`src/rtl/chunked_add_sub_sequencer_pkg.sv`:
```
`default_nettype none
// ============================================================================
// Module   : chunked_add_sub_sequencer_pkg
// Brief    : Shared constants and types for the chunked 64-bit add/sub unit.
// Revision : 1.0 - initial release
// ============================================================================
package chunked_add_sub_sequencer_pkg;

    localparam int WIDTH      = 64;
    localparam int CHUNK      = 20;
    localparam int NUM_CHUNKS = (WIDTH + CHUNK - 1) / CHUNK;
    // Width of the final, narrower chunk (bits 63:60).
    localparam int LAST_BITS  = WIDTH - CHUNK * (NUM_CHUNKS - 1);

    typedef enum logic [1:0] {
        IDLE = 2'd0,
        RUN  = 2'd1,
        DONE = 2'd2
    } state_t;

    typedef logic [1:0] idx_t;

endpackage
`default_nettype wire

```
`src/rtl/carry_look_ahead_adder_20.sv`:
```
`default_nettype none
// ============================================================================
// Module   : carry_look_ahead_adder_20
// Brief    : 20-bit carry-lookahead adder built from five 4-bit CLA groups
//            with group generate/propagate chained between groups.
// Revision : 1.0 - initial release
// ============================================================================
module carry_look_ahead_adder_20 (
    input  logic [19:0] i_a,
    input  logic [19:0] i_b,
    input  logic        i_c_in,
    output logic [19:0] o_sum,
    output logic        o_c_out
);

    localparam int GROUPS = 5;

    logic [19:0]       w_p;
    logic [19:0]       w_g;
    logic [20:0]       w_c;
    logic [GROUPS-1:0] w_gg;
    logic [GROUPS-1:0] w_gp;

    assign w_p    = i_a ^ i_b;
    assign w_g    = i_a & i_b;
    assign w_c[0] = i_c_in;

    generate
        for (genvar gi = 0; gi < GROUPS; gi++) begin : g_group
            localparam int c_base = gi * 4;
            // In-group carries from lookahead equations on the group carry-in.
            assign w_c[c_base+1] = w_g[c_base]
                                 | (w_p[c_base] & w_c[c_base]);
            assign w_c[c_base+2] = w_g[c_base+1]
                                 | (w_p[c_base+1] & w_g[c_base])
                                 | (w_p[c_base+1] & w_p[c_base] & w_c[c_base]);
            assign w_c[c_base+3] = w_g[c_base+2]
                                 | (w_p[c_base+2] & w_g[c_base+1])
                                 | (w_p[c_base+2] & w_p[c_base+1] & w_g[c_base])
                                 | (w_p[c_base+2] & w_p[c_base+1] & w_p[c_base] & w_c[c_base]);
            assign w_gg[gi] = w_g[c_base+3]
                            | (w_p[c_base+3] & w_g[c_base+2])
                            | (w_p[c_base+3] & w_p[c_base+2] & w_g[c_base+1])
                            | (w_p[c_base+3] & w_p[c_base+2] & w_p[c_base+1] & w_g[c_base]);
            assign w_gp[gi] = &w_p[c_base+3:c_base];
            assign w_c[c_base+4] = w_gg[gi] | (w_gp[gi] & w_c[c_base]);
        end
    endgenerate

    assign o_sum   = w_p ^ w_c[19:0];
    assign o_c_out = w_c[20];

endmodule
`default_nettype wire

```
`src/rtl/chunked_add_sub_sequencer.sv`:
```
`default_nettype none
// ============================================================================
// Module   : chunked_add_sub_sequencer
// Brief    : Multi-cycle 64-bit add/subtract. One 20-bit CLA slice is reused
//            over four chunks (20/20/20/4) with a registered chained carry.
// Revision : 1.0 - initial release
// ============================================================================
module chunked_add_sub_sequencer
    import chunked_add_sub_sequencer_pkg::*;
(
    input  logic             clk,
    input  logic             rst_n,
    input  logic             in_valid,
    output logic             in_ready,
    input  logic             op_sub,
    input  logic [WIDTH-1:0] a,
    input  logic [WIDTH-1:0] b,
    output logic             out_valid,
    input  logic             out_ready,
    output logic [WIDTH-1:0] result,
    output logic             carry_out,
    output logic             overflow
);

    state_t           r_state;
    state_t           w_state_next;
    idx_t             r_idx;
    logic [WIDTH-1:0] r_a;
    logic [WIDTH-1:0] r_b_eff;
    logic             r_carry;
    logic [WIDTH-1:0] r_result;
    logic             r_carry_out;
    logic             r_overflow;

    logic [CHUNK-1:0] w_a_chunk;
    logic [CHUNK-1:0] w_b_chunk;
    logic [CHUNK-1:0] w_sum;
    logic             w_c_out;

    carry_look_ahead_adder_20 u_cla (
        .i_a     (w_a_chunk),
        .i_b     (w_b_chunk),
        .i_c_in  (r_carry),
        .o_sum   (w_sum),
        .o_c_out (w_c_out)
    );

    // Select the operand chunk for the current index; last chunk is zero-extended.
    always_comb begin
        w_a_chunk = '0;
        w_b_chunk = '0;
        case (r_idx)
            2'd0: begin
                w_a_chunk = r_a[0*CHUNK +: CHUNK];
                w_b_chunk = r_b_eff[0*CHUNK +: CHUNK];
            end
            2'd1: begin
                w_a_chunk = r_a[1*CHUNK +: CHUNK];
                w_b_chunk = r_b_eff[1*CHUNK +: CHUNK];
            end
            2'd2: begin
                w_a_chunk = r_a[2*CHUNK +: CHUNK];
                w_b_chunk = r_b_eff[2*CHUNK +: CHUNK];
            end
            default: begin
                w_a_chunk = {{(CHUNK-LAST_BITS){1'b0}}, r_a[WIDTH-1 -: LAST_BITS]};
                w_b_chunk = {{(CHUNK-LAST_BITS){1'b0}}, r_b_eff[WIDTH-1 -: LAST_BITS]};
            end
        endcase
    end

    // State register.
    always_ff @(posedge clk or negedge rst_n) begin
        if (!rst_n) begin
            r_state <= IDLE;
        end else begin
            r_state <= w_state_next;
        end
    end

    // Next-state and handshake outputs.
    always_comb begin
        w_state_next = r_state;
        in_ready     = 1'b0;
        out_valid    = 1'b0;
        case (r_state)
            IDLE: begin
                in_ready = 1'b1;
                if (in_valid) begin
                    w_state_next = RUN;
                end
            end
            RUN: begin
                if (r_idx == idx_t'(NUM_CHUNKS - 1)) begin
                    w_state_next = DONE;
                end
            end
            DONE: begin
                out_valid = 1'b1;
                if (out_ready) begin
                    w_state_next = IDLE;
                end
            end
            default: w_state_next = IDLE;
        endcase
    end

    // Operand capture, per-chunk result write-back and carry chaining.
    always_ff @(posedge clk or negedge rst_n) begin
        if (!rst_n) begin
            r_idx       <= '0;
            r_a         <= '0;
            r_b_eff     <= '0;
            r_carry     <= 1'b0;
            r_result    <= '0;
            r_carry_out <= 1'b0;
            r_overflow  <= 1'b0;
        end else begin
            case (r_state)
                IDLE: begin
                    if (in_valid) begin
                        r_a     <= a;
                        r_b_eff <= op_sub ? ~b : b;
                        r_carry <= op_sub;
                        r_idx   <= '0;
                    end
                end
                RUN: begin
                    r_idx   <= r_idx + 2'd1;
                    r_carry <= w_c_out;
                    case (r_idx)
                        2'd0: r_result[0*CHUNK +: CHUNK] <= w_sum;
                        2'd1: r_result[1*CHUNK +: CHUNK] <= w_sum;
                        2'd2: r_result[2*CHUNK +: CHUNK] <= w_sum;
                        default: begin
                            // Final 4-bit chunk: carry comes from sum bit 4, not the slice carry.
                            r_result[WIDTH-1 -: LAST_BITS] <= w_sum[LAST_BITS-1:0];
                            r_carry_out <= w_sum[LAST_BITS];
                            r_overflow  <= (r_a[WIDTH-1] == r_b_eff[WIDTH-1])
                                        && (w_sum[LAST_BITS-1] != r_a[WIDTH-1]);
                        end
                    endcase
                end
                default: ;
            endcase
        end
    end

    assign result    = r_result;
    assign carry_out = r_carry_out;
    assign overflow  = r_overflow;

endmodule
`default_nettype wire

```
`config.mk`:
```
export PLATFORM = sky130hd
export DESIGN_NAME = chunked_add_sub_sequencer
export DESIGN_NICKNAME = d
export VERILOG_FILES = /design/src/rtl/chunked_add_sub_sequencer_pkg.sv /design/src/rtl/carry_look_ahead_adder_20.sv /design/src/rtl/chunked_add_sub_sequencer.sv
export SDC_FILE = /design/constraint.sdc
export NUM_CORES = 1
export LEC_CHECK = 0
export BUFFER_PORTS_ARGS = -buffer_cell sky130_fd_sc_hd__buf_2
export CORE_UTILIZATION = 40
export DETAILED_ROUTE_END_ITERATION = 10
export GPL_TIMING_DRIVEN = 0
export PLACE_DENSITY = 0.6
export SYNTH_ARGS = -nofsm -noshare
export SYNTH_HDL_FRONTEND = slang
export SYNTH_SLANG_ARGS = --single-unit
```
`constraint.sdc`:
```
create_clock -name clk -period 6.3 [get_ports clk]
set_input_delay 0.63 -clock clk [delete_from_list [all_inputs] [get_ports clk]]
set_output_delay 0.63 -clock clk [all_outputs]
set_load 0.05 [all_outputs]
```
After elaboration in Yosys (flattened, before gate mapping)

Cells that the tools add are included.
Widths: inputs -> output; s select.

Register bits after elaboration: 199
Output and inout bits: 68
Logic and storage cells: 182

Add/subtract/negate cells: 1
Eq/ne operators: 10
Mux-type cells: 13
Bitwise gates (word level): 130
Reduce and logical (&&, ||, !) cells: 17

Operators by type and width:

| kind                | number |
|---|---|
| $pmux 20 s3         | 2 |
| $and 1x1->1         | 75 |
| $mux 64             | 1 |
| $not 64->64         | 1 |
| $or 1x1->1          | 50 |
| $xor 20x20->20      | 2 |
| $and 20x20->20      | 1 |
| $reduce_and 4->1    | 5 |
| $reduce_and 2->1    | 6 |
| $mux 2              | 4 |
| $eq 2x2->1 const B  | 3 |
| $ne 2x2->1 const B  | 3 |
| $pmux 2 s3          | 1 |
| $eq 2x1->1 const B  | 2 |
| $logic_not 2->1     | 2 |
| $pmux 2 s2          | 1 |
| $mux 1              | 3 |
| $reduce_and 3->1    | 1 |
| $reduce_or 3->1     | 1 |
| $add 2x1->2 const B | 1 |
| $pmux 1 s2          | 1 |
| $reduce_bool 2->1   | 1 |
| $eq 1x1->1          | 1 |
| $logic_and 1x1->1   | 1 |
| 2 further kinds     | 2 |

Logic depth before layout (Yosys ltp)

Gate-level depths: netlist of the first run.

Depth after elaboration: 19
Mapped depth: 16
Depth with buffers taken out: 14

Cells and area by module

Synthesis of the first run repeated with hierarchy kept, for this count alone.

Cells, all modules: 798
Area total of the unflattened synthesis: 9,591.7 sq um

Modules (own cells, without submodules):

| module                    | times used | cells each | area an instance (sq um) | seq. area each (sq um) |
|---|---|---|---|---|
| chunked_add_sub_sequencer | 1          | 694        | 8,704.6                  | 4,979.8 |
| carry_look_ahead_adder_20 | 1          | 104        | 887.1                    | 0.0 |

Worst setup path before layout of the first run

No wires, ideal clock.

Path kind: reg2reg
Start point: register r_idx[0]
End point: register r_result[37] (netlist: result[37])
Library setup time: 0.133 ns
Data arrival time: 3.740 ns
Data required time: 6.167 ns
Setup slack: 2.427 ns
Cell stages (with the launch flop): 17
Buffers on the path: 2
Period minus slack after synthesis: 3.873 ns
Path through: dfrtp_1 -> inv_1 -> ha_1 -> clkbuf_1 -> clkbuf_1 -> a222oi_1 -> mux2i_1 -> ha_1 -> and2_4 -> a221o_2 -> o21ai_2 -> a21o_1 -> a21oi_1 -> or3_1 -> fa_1 -> xnor2_1 -> o21ai_0

Cells in the longest elaborated chain, start to end: 17
Elaborated cells between the ends (all ways): 55
Classes of those cells: 2 x eq/ne; 2 x mux; 45 x bitwise; 6 x reduce/logical

Ends and longest elaborated chain:

| element                                          | RTL line                                                                                          | text |
|---|---|---|
| start: declaration                               | chunked_add_sub_sequencer.sv:27                                                                   | `idx_t r_idx;` |
| start signal: assignment                         | chunked_add_sub_sequencer.sv:129                                                                  | `r_idx <= r_idx + 2'd1;` |
| $eq 2x2->1 (tied with other cells)               | chunked_add_sub_sequencer.sv:52                                                                   | `case (r_idx)` |
| $pmux 20 s3                                      | chunked_add_sub_sequencer.sv:52                                                                   |  |
| $xor 20x20->20 or $and 20x20->20 (tied branches) | carry_look_ahead_adder_20.sv:24, carry_look_ahead_adder_20.sv:25                                  |  |
| $and 1x1->1, on equally long branches            | carry_look_ahead_adder_20.sv:42, carry_look_ahead_adder_20.sv:43, carry_look_ahead_adder_20.sv:44 |  |
| $or 1x1->1 (tied with other cells)               | carry_look_ahead_adder_20.sv:42                                                                   | `\| (w_p[c_base+3] & w_g[c_base+2])` |
| $or 1x1->1 or $and 1x1->1 (tied branches)        | carry_look_ahead_adder_20.sv:43, carry_look_ahead_adder_20.sv:44                                  |  |
| $or 1x1->1                                       | carry_look_ahead_adder_20.sv:44                                                                   | `\| (w_p[c_base+3] & w_p[c_base+2] & w_p[c_base+1] & w_g[c_base]);` |
| $or 1x1->1                                       | carry_look_ahead_adder_20.sv:46                                                                   | `assign w_c[c_base+4] = w_gg[gi] \| (w_gp[gi] & w_c[c_base]);` |
| $and 1x1->1                                      | carry_look_ahead_adder_20.sv:46                                                                   |  |
| $or 1x1->1                                       | carry_look_ahead_adder_20.sv:46                                                                   |  |
| $and 1x1->1                                      | carry_look_ahead_adder_20.sv:46                                                                   |  |
| $or 1x1->1                                       | carry_look_ahead_adder_20.sv:46                                                                   |  |
| $and 1x1->1                                      | carry_look_ahead_adder_20.sv:46                                                                   |  |
| $or 1x1->1                                       | carry_look_ahead_adder_20.sv:46                                                                   |  |
| $and 1x1->1                                      | carry_look_ahead_adder_20.sv:33                                                                   | `\| (w_p[c_base] & w_c[c_base]);` |
| $or 1x1->1                                       | carry_look_ahead_adder_20.sv:33                                                                   |  |
| $xor 20x20->20                                   | carry_look_ahead_adder_20.sv:50                                                                   | `assign o_sum = w_p ^ w_c[19:0];` |
| end signal: indexed assignment                   | chunked_add_sub_sequencer.sv:132                                                                  | `2'd0: r_result[0*CHUNK +: CHUNK] <= w_sum;` |
| end signal: indexed assignment                   | chunked_add_sub_sequencer.sv:133                                                                  | `2'd1: r_result[1*CHUNK +: CHUNK] <= w_sum;` |
| end signal: indexed assignment                   | chunked_add_sub_sequencer.sv:134                                                                  | `2'd2: r_result[2*CHUNK +: CHUNK] <= w_sum;` |
| end: declaration                                 | chunked_add_sub_sequencer.sv:31                                                                   | `logic [WIDTH-1:0] r_result;` |

Several ways; a longest one is shown, not always the timed one.
A chain may end at the register's enable or synchronous reset.

Worst setup path after layout of the first run

Same ends and word-level chain as after synthesis.

==> results of run 1 <==
## metal layers
metal | vias to the layer above | global-route usage | routed length [um]
met1 | 3887 | 0.328 | 13200
met4 | 0 | 0.0559 | 398
li1 | 4071 | - | -
met5 | - | 0 | 0
met2 | 266 | 0.378 | 12600
met3 | 24 | 0.0400 | 1420
## area by class of cell
| type | count | area (um^2) |
|---|---|---|
| inverters | 18 | 67.6 |
| fillers | 2394 | 11900 |
| plain buffers | 73 | 275 |
| repair buffers | 200 | 1030 |
| clock buffers | 17 | 425 |
| clock inverters | 15 | 171 |
| flip-flops and latches | 199 | 4980 |
| well taps | 319 | 399 |
| multi-input cells | 783 | 4400 |
## report_power, final
| group | switching [uW] | leakage (uW) | internal, uW |
|---|---|---|---|
| registers | 341 | 0.00249 | 1880 |
| logic | 2780 | 0.00296 | 1190 |
| clock network | 527 | 0.000286 | 596 |
## cell usage in the layout (no fill, tap or decap), types with 2 or more instances in the layout
master,count
a211oi_1,2
nor3b_1,3
nand4_1,5
o21a_1,8
a21oi_1,13
a31oi_1,3
dfrtp_1,199
and3_1,4
a221oi_1,6
inv_1,18
mux2i_1,12
clkinv_2,3
clkbuf_16,17
a31o_2,3
fa_1,5
nor3_1,13
clkbuf_1,67
bufinv_16,2
a21o_1,5
xnor2_1,63
nor2b_1,2
nand2b_1,3
ha_1,25
o21ai_0,114
clkinvlp_4,3
o31ai_1,16
buf_2,199
a211o_1,3
inv_8,2
and2_1,6
a222oi_1,34
nand2_1,356
clkinv_4,2
xor2_1,8
nand3_1,13
o31a_1,2
inv_6,2
nor2_1,42
buf_1,5
## worst reg2reg max path: stages (launching register included)
cell and delay (ns):
dfrtp_1 0.44, inv_1 0.09, ha_1 0.19, clkbuf_1 0.17, clkbuf_1 0.33, a222oi_1 0.58
mux2i_1 0.17, ha_1 0.37, and2_4 0.17, a221o_2 0.40, o21ai_2 0.24, a21o_1 0.25
a21oi_1 0.09, or3_1 0.34, fa_1 0.44, xnor2_1 0.41, o21ai_0 0.16
## stage by stage
| step | power, uW | area, um^2 | hold WS [ns] | setup WS (ns) | util |
|---|---|---|---|---|---|
| after global placement | 6130 | 11100 | 0.456 | 1.20 | 0.469 |
| after floorplan | 4990 | 9720 | 0.334 | 2.43 | - |
| after detailed placement | 6200 | 11200 | 0.462 | 1.39 | 0.471 |
| after global routing | 7910 | 11700 | 0.231 | 1.10 | 0.496 |
| after CTS | 7340 | 11700 | 0.228 | 1.35 | 0.496 |
| final | 7320 | 11700 | 0.201 | 1.33 | 0.496 |
## cells by family (layout without fill, tap and decap cells)
family | Yosys count | count (layout) | synth area share
AND/OR/NAND/NOR | 453 | 453 | 0.187
AO/OA/AOI/OAI | 216 | 216 | 0.146
flip-flops | 199 | 199 | 0.512
buffers and inverters | 91 | 323 | 0.0353
XOR/XNOR | 71 | 71 | 0.0640
adder cells (fa/ha/maj) | 30 | 30 | 0.0425
multiplexers | 13 | 13 | 0.0135
## sequential cells by signal, indices dropped and copies added (netlist names)
register,flops
r_state,2
carry_out,1
overflow,1
r_carry,1
r_a,64
result,64
r_b_eff,64
r_idx,2
## final timing paths
| path | startpoint | to | slack [ns] | depth (start not counted) |
|---|---|---|---|---|
| setup / recovery | r_idx[0] | result[37] | 1.33 | 16 |
| hold reg to reg | result[24] | result[24] | 0.47 | 2 |
| max in group asynchronous | rst_n | r_b_eff[51] | 5.07 | 2 |
| min in group clk | a[13] | r_a[13] | 0.37 | 3 |
| hold / removal | rst_n | result[35] | 0.20 | 1 |
| setup reg to reg | r_idx[0] | result[37] | 1.33 | 16 |
==> impl_results.md, run 1 <==
* Largest net degree at the start of global routing at 115
* Synth area leader: dfrtp_1
* WL per Instance at 17.0 um
* Grt ovf at 0
* Synth Instances at 1073
* Post-synthesis cell type count at between 40 and 50
* Crit-path leading delay family: compound AO/OA/AOI/OAI gates
* Status: completed
* Routed WL at approximately 28 mm
* Critical path arrival at approximately 5.3 ns
* CTS tree: yes
* IO Pins at 201
* Layout Cells excl Fill at approximately 1600
* Placed instance count at 1592
* Post-CTS setup buffer count at 0
* CP startpoint kind: flip-flop
* Highest-delay cell along the critical path: a222oi_1
* Crit end category: flip-flop
* Layout cells sized above 1 at 0.185
* Synth warn at 0
* TritonCTS Buffers at 17
* TritonRoute pass-1 iters at 5
* Max IR drop VDD at 0.273 mV
* Die W at 158 um
* Skew final at roughly 0.014 ns
* Die area at 0.0249 mm^2
* First-pass GRT wire length at 43.8 mm
* GP Congestion at 0.834
* WP data required at 6.60 ns
* Final Hold Viols at 0
* Share of the synthesized area in the top cell type at 0.512
* Clk sinks at approximately 200
* Post-synth ARST share at 1.00
* Final nets at roughly 1500
* Initial antenna violation count at 0
* Max-Cap Viols at 0
* CP peak stage delay at approximately 0.57 ns
* Vias in the first global route at 8094
* Slew HR at 0.476
* Initial Util at 0.410
* Worst-path clk slew at 0.07 ns
* Root buf cell: clkbuf_16
* Bufs on Longest Clock Path at 2
* Top_reg_cell synth: dfrtp_1
* Die Height at 158 um
* Post-synth EDFFs at 0
* Static Leakage at ~0.0057 uW
* CP max FO at 10
* Skew-Pair Late Insertion Delay at 0.44 ns
* Syn nets at 1236
* CP bufs+invs at 3
* Hold Path Class: input pin to async pin
* Initial drt markers at between 600 and 700
* RSZ-0062 raised after global routing: false
* PortBufs at between 150 and 200
* Area growth, synth to finish at 20.9%
* Total Neg Setup Slack at 0 ns
* Max frequency at 0.201 GHz
* CTS HTree Levels at 4
* Tot GR Track Use at 0.235
* Final antenna-violating net count at 0
* Final setup viols at 0
* Critical Setup Path Class: flip-flop to flip-flop
* Fin crit period at 4.97 ns
* Final period util at 0.789
* Power Dens Cells at between 600 and 700 mW/mm^2
* Top-count cell post-synth: nand2_1
* Post-CTS sizing at 0
* Tightest Pin Transition at 0.786 ns
* DP HPWL at 21.1 mm
* Via count at approximately 8200
* Worst-path cell chain: inv_1 -> ha_1 -> clkbuf_1 -> clkbuf_1 -> a222oi_1 -> mux2i_1 -> ha_1 -> and2_4 -> a221o_2 -> o21ai_2 -> a21o_1 -> a21oi_1 -> or3_1 -> fa_1 -> xnor2_1 -> o21ai_0
* DRC errors left at 0
* Syn Area/Cell at roughly 9.1 um^2
* Mapped Area at just under 0.01 mm^2
* Hold buffer count at cts at 0
* Core footprint at about 0.024 mm^2
* Most instantiated cells after synthesis: nand2_1 (356), dfrtp_1 (199), o21ai_0 (114)
* Via-to-Cell Ratio at slightly above 5
* Synth top area cells: dfrtp_1 (51%), nand2_1 (14%), o21ai_0 (5.9%)
* Seq/Total Area, Yosys at 0.512
* Ant diodes at 0
* Slew Limit Fails at 0
* Num rows at 56
* #FFs+latches synth at 199
Power figures use the tool's default switching activity.
==> run 2: changes to the inputs <==
- ABC_AREA: unset -> 1
- PLACE_DENSITY: 0.6 -> 0.63
- clock period: 6.3 -> 4.5 ns (I/O delays scaled with it)
==> impl_results.md, run 2 <==
* CP most frequent cell: nand2_1
* Final Hold Viols at 0 (unchanged)
* Tightest Pin Transition at 0.655 ns (-0.130 ns)
* Initial antenna violation count at 1 (+1)
* Final nets at 1591 (+9.3%)
* Ant diodes at 0 (unchanged)
* Final antenna-violating net count at 0 (unchanged)
* WP data required at 4.87 ns (-1.73 ns)
* Area growth, synth to finish at 21.1%
* Core footprint at 0.0242 mm^2 (+2.4%)
* Final period util at 0.851 (+0.0621)
* Crit-path leading delay family: simple AND/OR/NAND/NOR gates
* Via count at 8351 (+1.2%)
* DRC errors left at 0 (unchanged)
* WL per Instance at 15.3 um (-10%)
* TritonCTS Buffers at 17 (unchanged)
* Max frequency at 0.261 GHz (+30%)
* CP bufs+invs at 3 (unchanged)
* #FFs+latches synth at 199 (unchanged)
* Hold_ws at 0.0540 ns (-0.147 ns)
* Synth area leader: dfrtp_1
* Hold Path Class: input pin to async pin
* CP startpoint kind: flip-flop
* Synth top area cells: dfrtp_1 (51%), nand2_1 (21%), xnor2_1 (6.1%)
* Slew Limit Fails at 0 (unchanged)
* Dpl cell area at 0.0113 mm^2 (+1.3%)
* Grt ovf at 0 (unchanged)
* Layout Cells excl Fill at 1765 (+8.7%)
* Static Leakage at 0.00638 uW (+11%)
* Via-to-Cell Ratio at 4.73 (-6.8%)
* Placed instance count at 1733 (+8.9%)
* Commonest cells after routing, fill and taps aside: nand2_1 (550), buf_2 (226), dfrtp_1 (199)
* Top-count cell post-synth: nand2_1
* Bufs on Longest Clock Path at 2 (unchanged)
* First-pass GRT wire length at 43.4 mm (-1.0%)
* Worst-path clk slew at 0.07 ns (about the same)
* Crit end category: flip-flop
* Synth Instances at 1208 (+13%)
* Initial drt markers at 556 (-12%)
* Vias in the first global route at 8148 (+0.67%)
* Synth warn at 0 (unchanged)
* CP max FO at 10 (unchanged)
* Fin crit period at 3.83 ns (-1.14 ns)
* PortBufs at 199 (unchanged)
* CTS HTree Levels at 4 (unchanged)
* Status: completed
* Final Util at 0.491 (-0.00507)
* IO Pins at 201 (unchanged)
* Hold buffer count at cts at 0 (unchanged)
* Initial Util at 0.406 (-0.00482)
* Die Height at 159 um (+0.58%)
* Largest net degree at the start of global routing at 121 (+5.2%)
* Post-synthesis cell type count at 36 (-22%)
* Post-synth ARST share at 1.00 (unchanged)
* Highest-delay cell along the critical path: clkbuf_1
* DP HPWL at 20.5 mm (-2.8%)
* Mapped Area at 0.00983 mm^2 (+1.2%)
* Skew final at 0.0130 ns (-0.000881 ns)
* Die W at 159 um (+0.58%)
* CTS tree: yes
* Die area at 0.0252 mm^2 (+1.2%)
* Routed WL at 27.0 mm (-2.4%)
* Design area at 0.0119 mm^2 (+1.3%)
* Num rows at 57 (+1.8%)
* Syn Area/Cell at 8.14 um^2 (-10%)
* Post-CTS sizing at 0 (unchanged)
* Syn nets at 1371 (+11%)
* CP peak stage delay at 0.49 ns (-0.08 ns)
* Clk sinks at 199 (unchanged)
* GP Congestion at 0.814 (-2.4%)
* Share of the synthesized area in the top cell type at 0.506 (-0.00600)
* Tot GR Track Use at 0.222 (-0.0121)
* Post-CTS setup buffer count at 0 (unchanged)
* Max-Cap Viols at 0 (unchanged)
* Commonest non-fill, non-tap cell in the layout: nand2_1
* Final setup viols at 0 (unchanged)
* Slew HR at 0.563 (+0.0869)
* TritonRoute pass-1 iters at 5 (unchanged)
* Crit path launch: r_idx[1]
* Skew-Pair Late Insertion Delay at 0.44 ns (about the same)
* Power Dens Cells at 878 mW/mm^2 (+41%)
* Worst-path cell chain: inv_1 -> ha_1 -> clkbuf_1 -> clkbuf_1 -> nand2_1 -> a31oi_1 -> ha_1 -> nand2_1 -> nand2_1 -> nand3_2 -> nand2_2 -> nand2_1 -> nand2_1 -> nand2_1 -> nand2_2 -> nand2_2 -> nand2_4 -> fa_1 -> xor2_1 -> nand2_1 -> nand2_1
* Most instantiated cells after synthesis: nand2_1 (550), dfrtp_1 (199), o21ai_0 (101)
* RSZ-0062 raised after global routing: false
* Root buf cell: clkbuf_16
* Top_reg_cell synth: dfrtp_1
* Seq/Total Area, Yosys at 0.506 (-0.00600)
* Reg2Reg Launch Point: r_idx[1]
* Post-synth EDFFs at 0 (unchanged)
* Layout cells sized above 1 at 0.198 (+0.0130)
* Critical path arrival at 4.21 ns (-1.07 ns)
* Critical Setup Path Class: flip-flop to flip-flop
* Max IR drop VDD at 0.459 mV (+68%)
## run 2: cell count changes after synthesis, moves of 11 or more
cell	change
a222oi_1	-34
buf_2	+27
clkbuf_1	-39
inv_1	+41
mux2i_1	-12
nand2_1	+194
nand3_1	+41
nor2_1	-20
nor3_1	-11
o21ai_0	-13
o31ai_1	-16
## run 2: logic make-up after synthesis
group / share of synthesized area
and+or+nand+nor: 0.257
buffers and inverters: 0.0562
DFF: 0.506
adders and majority gates: 0.0420
xor gates and xnor gates: 0.0641
AOI/OAI and AO/OA: 0.0747
## run 2: cell type report
class,instances,area [um^2]
fillers,2452,12300
flip-flops and latches,199,4980
multi-input cells,879,4300
repair buffers,201,1060
clock buffers,18,439
well taps,324,405
plain buffers,67,317
inverters,63,236
clock inverters,14,166
## run 2: per-layer routing
metal	GRT usage	share of wire
met1	0.317	0.48
met2	0.352	0.46
met3	0.0368	0.051
met4	0.0538	0.012
met5	0	0
## run 2: power breakdown
group	leakage (uW)	internal (uW)	switching [uW]	total [uW]
Sequential	0.00249	2640	483	3120
Clock	0.000287	853	742	1590
Combinational	0.00361	1690	4050	5740
## run 2: worst paths after layout
check	endpoint	slack (ns)	cells past startpoint
setup / recovery	result[37]	0.67	21
hold / removal	result[37]	0.05	2
setup reg to reg	result[37]	0.67	21
hold reg to reg	result[21]	0.47	2
max in group asynchronous	r_a[23]	3.67	3
min in group clk	r_a[25]	0.21	3
## run 2: metrics by stage
step	worst slack (ns)	TNS (ns)	total power (uW)
after floorplan	1.39	0	7120
after global placement	-0.389	-74.32	8770
after detailed placement	0.674	0	8870
after CTS	0.651	0	10500
after global routing	0.375	0	11300
final	0.669	0	10500
